[src/rtl/fwd_pkg.sv]
// Shared stage-entry type, forwarding-select encoding and parameter range limits
// for the forward scoreboard.
package fwd_pkg;

  localparam int RD_W        = 8;
  localparam int REG_AW_MAX  = RD_W;
  localparam int NUM_SRC_MIN = 1;
  localparam int NUM_SRC_MAX = 4;
  localparam int DEPTH_MIN   = 1;
  localparam int DEPTH_MAX   = 4;

  // fwd_sel value meaning "read the register file"; k>0 means stage k.
  localparam int FWD_SEL_RF  = 0;

  typedef struct packed {
    logic            valid;
    logic [RD_W-1:0] rd;
    logic            is_load;
  } stage_t;

  localparam int STAGE_W = $bits(stage_t);

endpackage

[src/rtl/fwd_match.sv]
// Nearest-stage match for one source operand; purely combinational.
// Reports the youngest matching stage and whether that hit is a load sitting in stage 1.
module fwd_match
  import fwd_pkg::*;
#(
  parameter int DEPTH  = 2,
  parameter int REG_AW = 5,
  parameter int SEL_W  = 2
) (
  input  logic [DEPTH*STAGE_W-1:0] stages,
  input  logic [REG_AW-1:0]        src_addr,
  output logic [SEL_W-1:0]         sel,
  output logic                     load_hit
);

  stage_t [DEPTH-1:0] st;
  assign st = stages;

  // Scan oldest to youngest so the nearest stage overwrites any older hit.
  always_comb begin
    sel      = SEL_W'(FWD_SEL_RF);
    load_hit = 1'b0;
    if (src_addr != '0) begin
      for (int k = DEPTH - 1; k >= 0; k--) begin
        if (st[k].valid && (st[k].rd == RD_W'(src_addr))) begin
          sel      = SEL_W'(k + 1);
          load_hit = (k == 0) && st[k].is_load;
        end
      end
    end
  end

endmodule

[src/rtl/forward_scoreboard.sv]
// Forwarding scoreboard: tracks in-flight destinations, selects bypass stage, flags load-use.
// Outputs combinational from state (issue lands in stage 1 next edge); hold freezes, flush clears.
// Optional counters stat_fwd_cnt/stat_stall_cnt under FWD_SCOREBOARD_STATS_EN.
module forward_scoreboard
  import fwd_pkg::*;
#(
  parameter  int NUM_SRC = 2,
  parameter  int DEPTH   = 2,
  parameter  int REG_AW  = 5,
  localparam int SEL_W   = $clog2(DEPTH + 1)
) (
  input  logic                             clk,
  input  logic                             rst_n,
  input  logic                             issue_valid,
  input  logic [REG_AW-1:0]                issue_rd,
  input  logic                             issue_regwrite,
  input  logic                             issue_is_load,
  input  logic [NUM_SRC-1:0][REG_AW-1:0]   src_addr,
  input  logic [NUM_SRC-1:0]               src_used,
  input  logic                             hold,
  input  logic                             flush,
  output logic [NUM_SRC-1:0][SEL_W-1:0]    fwd_sel,
  output logic                             stall_out
`ifdef FWD_SCOREBOARD_STATS_EN
  ,
  output logic [31:0]                      stat_fwd_cnt,
  output logic [31:0]                      stat_stall_cnt
`endif
);

  if (NUM_SRC < NUM_SRC_MIN || NUM_SRC > NUM_SRC_MAX ||
      DEPTH < DEPTH_MIN || DEPTH > DEPTH_MAX || REG_AW > REG_AW_MAX) begin : g_bad_param
    $error("forward_scoreboard: parameter out of range");
  end

  stage_t [DEPTH-1:0]            stage_q;
  stage_t                        stage_in;
  logic   [NUM_SRC-1:0][SEL_W-1:0] sel_raw;
  logic   [NUM_SRC-1:0]          load_hit;

  // A stalled instruction does not enter the pipe; stage 1 takes a bubble instead.
  always_comb begin
    stage_in         = '0;
    stage_in.valid   = issue_valid & issue_regwrite & (issue_rd != '0) & ~stall_out;
    stage_in.rd      = RD_W'(issue_rd);
    stage_in.is_load = issue_is_load;
  end

  always_ff @(posedge clk or negedge rst_n) begin
    if (!rst_n) begin
      stage_q <= '0;
    end else if (flush) begin
      for (int k = 0; k < DEPTH; k++) begin
        stage_q[k].valid <= 1'b0;
      end
    end else if (!hold) begin
      stage_q[0] <= stage_in;
      for (int k = 1; k < DEPTH; k++) begin
        stage_q[k] <= stage_q[k-1];
      end
    end
  end

  for (genvar i = 0; i < NUM_SRC; i++) begin : g_src
    fwd_match #(
      .DEPTH  (DEPTH),
      .REG_AW (REG_AW),
      .SEL_W  (SEL_W)
    ) u_match (
      .stages   (stage_q),
      .src_addr (src_addr[i]),
      .sel      (sel_raw[i]),
      .load_hit (load_hit[i])
    );
  end

  assign fwd_sel   = issue_valid ? sel_raw : '0;
  assign stall_out = issue_valid & (|(load_hit & src_used));

`ifdef FWD_SCOREBOARD_STATS_EN
  always_ff @(posedge clk or negedge rst_n) begin
    if (!rst_n) begin
      stat_fwd_cnt   <= '0;
      stat_stall_cnt <= '0;
    end else begin
      if ((|fwd_sel) && (stat_fwd_cnt != '1)) begin
        stat_fwd_cnt <= stat_fwd_cnt + 32'd1;
      end
      if (stall_out && (stat_stall_cnt != '1)) begin
        stat_stall_cnt <= stat_stall_cnt + 32'd1;
      end
    end
  end
`endif

endmodule

[config.mk]
export PLATFORM = sky130hd
export DESIGN_NAME = forward_scoreboard
export DESIGN_NICKNAME = d
export VERILOG_FILES = /design/src/rtl/fwd_pkg.sv /design/src/rtl/fwd_match.sv /design/src/rtl/forward_scoreboard.sv
export SDC_FILE = /design/constraint.sdc
export NUM_CORES = 1
export LEC_CHECK = 0
export ABC_AREA = 1
export ABC_CLOCK_PERIOD_IN_PS = 1500
export BUFFER_PORTS_ARGS = -buffer_cell sky130_fd_sc_hd__buf_2
export CAP_MARGIN = 20
export CORE_MARGIN = 3
export CORE_UTILIZATION = 49
export CTS_BUF_LIST = sky130_fd_sc_hd__clkbuf_16
export DETAILED_ROUTE_END_ITERATION = 10
export GPL_ROUTABILITY_DRIVEN = 0
export PLACE_DENSITY = 0.79
export SLEW_MARGIN = 10
export SYNTH_ARGS = -nofsm -noshare
export SYNTH_HDL_FRONTEND = slang
export SYNTH_SLANG_ARGS = --single-unit
[constraint.sdc]
create_clock -name clk -period 1.5 [get_ports clk]
set_input_delay 0.225 -clock clk [delete_from_list [all_inputs] [get_ports clk]]
set_output_delay 0.225 -clock clk [all_outputs]
set_load 0.005 [all_outputs]
==> results_dict.tcl <==
set metrics [dict create \
    status "finished, violations left" \
    violations "negative setup slack" \
    regMostFlops "stage_q" \
    dp_hpwl_mm 2.05 \
    syn_to_final_growth_pct 41.8 \
    cap_violations 0 \
    avgRoutedWirePerCell_um 15.4 \
    vdd_drop_max_uv 896 \
    dpl.cell_count 191 \
    cts_sinks 13 \
    hold_start "issue_is_load" \
    die_y_um 49.1 \
    viasPerCell 5.59 \
    synthCells 140 \
    rsz0062_at_grt "true" \
    synth_nets 164 \
    synth_warnings 0 \
    critPathMaxStageDelay_ns 0.41 \
    slew_headroom_pct 79.7 \
    p_per_area_nw_per_um2 999 \
    drc 0 \
    synth_area_per_cell_um2 6.51 \
    clk_pin_slew_ns 0.05 \
    post-place-ws_ns 0.0263 \
    drive_gt1_share_pct 36.5 \
    grt_max_degree 24 \
    hold_viol 0 \
    period_share_pct 116 \
    timing.critical_path.required_ns 1.27 \
    reg_top3 "stage_q x13" \
    synthArstFlopShare_pct 100 \
    grt_pass1_vias 994 \
    synth_ff_type "dfrtp_1" \
    skew_ns 0.00209 \
    p_leak_nw 0.679 \
    num_rows 14 \
    synth_edf_count 0 \
    route.antenna.remaining_nets 0 \
    endpoint_kind "output pin" \
    num_vias 1129 \
    final_nets 203 \
    fmax_mhz 574 \
    ys_seq_area_share_pct 35.7 \
    first_iter_violations 63 \
    largest_reg_flops 13 \
    final-setup-viol-count 5 \
    dieArea_um2 2410 \
    arrival_ns 1.52 \
    port_buffers 28 \
    layout.cells.non_filler 202 \
    clk_latency_ns 0.25 \
    crit_top_cell "nand2_2" \
    tightest_slew_ns 0.304 \
    grt_pass1_wl_mm 4.43 \
    cts_tree "done" \
    hold_path_class "in2reg" \
    critical_path_class "reg2out" \
    fp.dieW_um 49.1 \
    numCtsBuffers 3 \
    maxSlewViolCount 0 \
    crit_chain "inv_2 -> nand2_2 -> nand2_2 -> nor4_4 -> nand2_1 -> nor2_1 -> buf_2" \
    track_usage_pct 24.5 \
    overflow 0 \
    worstSetupStartpointType "flip-flop" \
    core_area_um2 1630 \
    cp_max_fo 4 \
    r2r_start "stage_q[4]" \
    floorplan.initialDensity_pct 55.9 \
    ys_types 22 \
    setup_slack_ns -0.241 \
    fin_crit_ns 1.74 \
    slowest_stage "dfrtp_1" \
    antenna_cells 0 \
    first_pass_iters 5 \
    syn_area_um2 911 \
    antenna_found_initial 0 \
    startpoint "stage_q[3]" \
    clk_path_buf_depth 2 \
    clk_root_buffer_cell "clkbuf_16" \
    htree_num_levels 1 \
    ys_seq_elements 13 \
    wl_mm 3.11 \
    ioPinCount 29 \
]
## metal layers
metal / routed length [um] / vias up / global-route usage (%) / part of all wire (%)
met5: 0 / - / 0 / 0
met2: 1510 / 80 / 38.6 / 48
met4: 84 / 0 / 15.6 / 2.7
li1: - / 529 / - / -
met3: 317 / 11 / 5.81 / 10
met1: 1200 / 509 / 29.8 / 39
## cell type report
cell class                 instances  area [um2]
timing repair buffer              36         206
multi-input combinational         98         549
sequential                        13         325
fill                             125         338
tap                               24        30.0
clock inverter                     1        3.75
clock buffer                       3        75.1
inverter                          27         101
## power breakdown
part / total, W / switching (W) / leakage (nW) / internal [W]
logic: 0.000330 / 0.000197 / 0.474 / 0.000133
clock network: 0.000511 / 0.000158 / 0.0423 / 0.000353
registers: 0.000449 / 0.0000529 / 0.164 / 0.000396
total: 0.00129 / 0.000408 / 0.679 / 0.000882
## cells in the final DEF, fill, tap and decap left out, types with 3 or more instances in the layout
cell,instances
o21ai_0,11
nand4_1,6
nand2_1,36
o22ai_1,5
clkbuf_16,3
nor2_1,12
inv_2,9
buf_2,28
dfrtp_1,13
buf_4,6
nand2_2,8
inv_1,19
## critical path, delay by kind of cell, from the launching register on
kind	cells	cell delay, ns
buffers and inverters	2	0.19
and+or+nand+nor	5	0.67
DFF	1	0.41
## Yosys cell counts, types with 3 or more instances
cell,number,area share [%]
nand2_1,43,18
inv_1,20,8.2
dfrtp_1,13,36
nor2_1,12,4.9
o21ai_0,11,6.0
inv_2,7,2.9
nand4_1,6,4.1
o22ai_1,5,3.4
nand3_1,4,2.2
a21oi_1,3,1.6
## kinds of logic after synthesis
family	share of synthesized area [%]
flops	35.7
simple gates	34.2
buf+inv	12.1
xor+xnor	1.92
compound gates	16.1
## per-stage QoR
stage	hold WS (ns)	power (W)	cell area, um2	TNS (ns)	utilization [%]
2_1_floorplan	-0.0706	0.000589	911	0	-
3_3_place_gp	0.131	0.000676	1080	0	66.3
3_5_place_dp	0.133	0.000687	1080	0	66.3
4_1_cts	0.180	0.00124	1240	-0.812	76.0
5_1_grt	0.190	0.00135	1290	-1.28	79.3
6_report	0.182	0.00129	1290	-0.864	79.3
## what timing repair did
action / in CTS / in global routing
hold endpoints to repair: 13 / 0
pin swaps: 9 / 8
buffers inserted: 3 / 3
endpoints found under the setup margin: 5 / 5
hold buffers: 1 / 0
gates resized for setup: 10 / 10
## worst paths after layout
path	endpoint	slack (ns)	depth (start not counted)
min in group asynchronous	stage_q[14]	0.40	2
hold reg to reg	stage_q[0]	0.49	2
setup reg to reg	stage_q[9]	0.26	9
max in group asynchronous	stage_q[11]	0.87	2
hold / removal	stage_q[0]	0.18	3
setup / recovery	fwd_sel[0]	-0.24	7
Note: power is estimated with default switching activity, not from simulation.
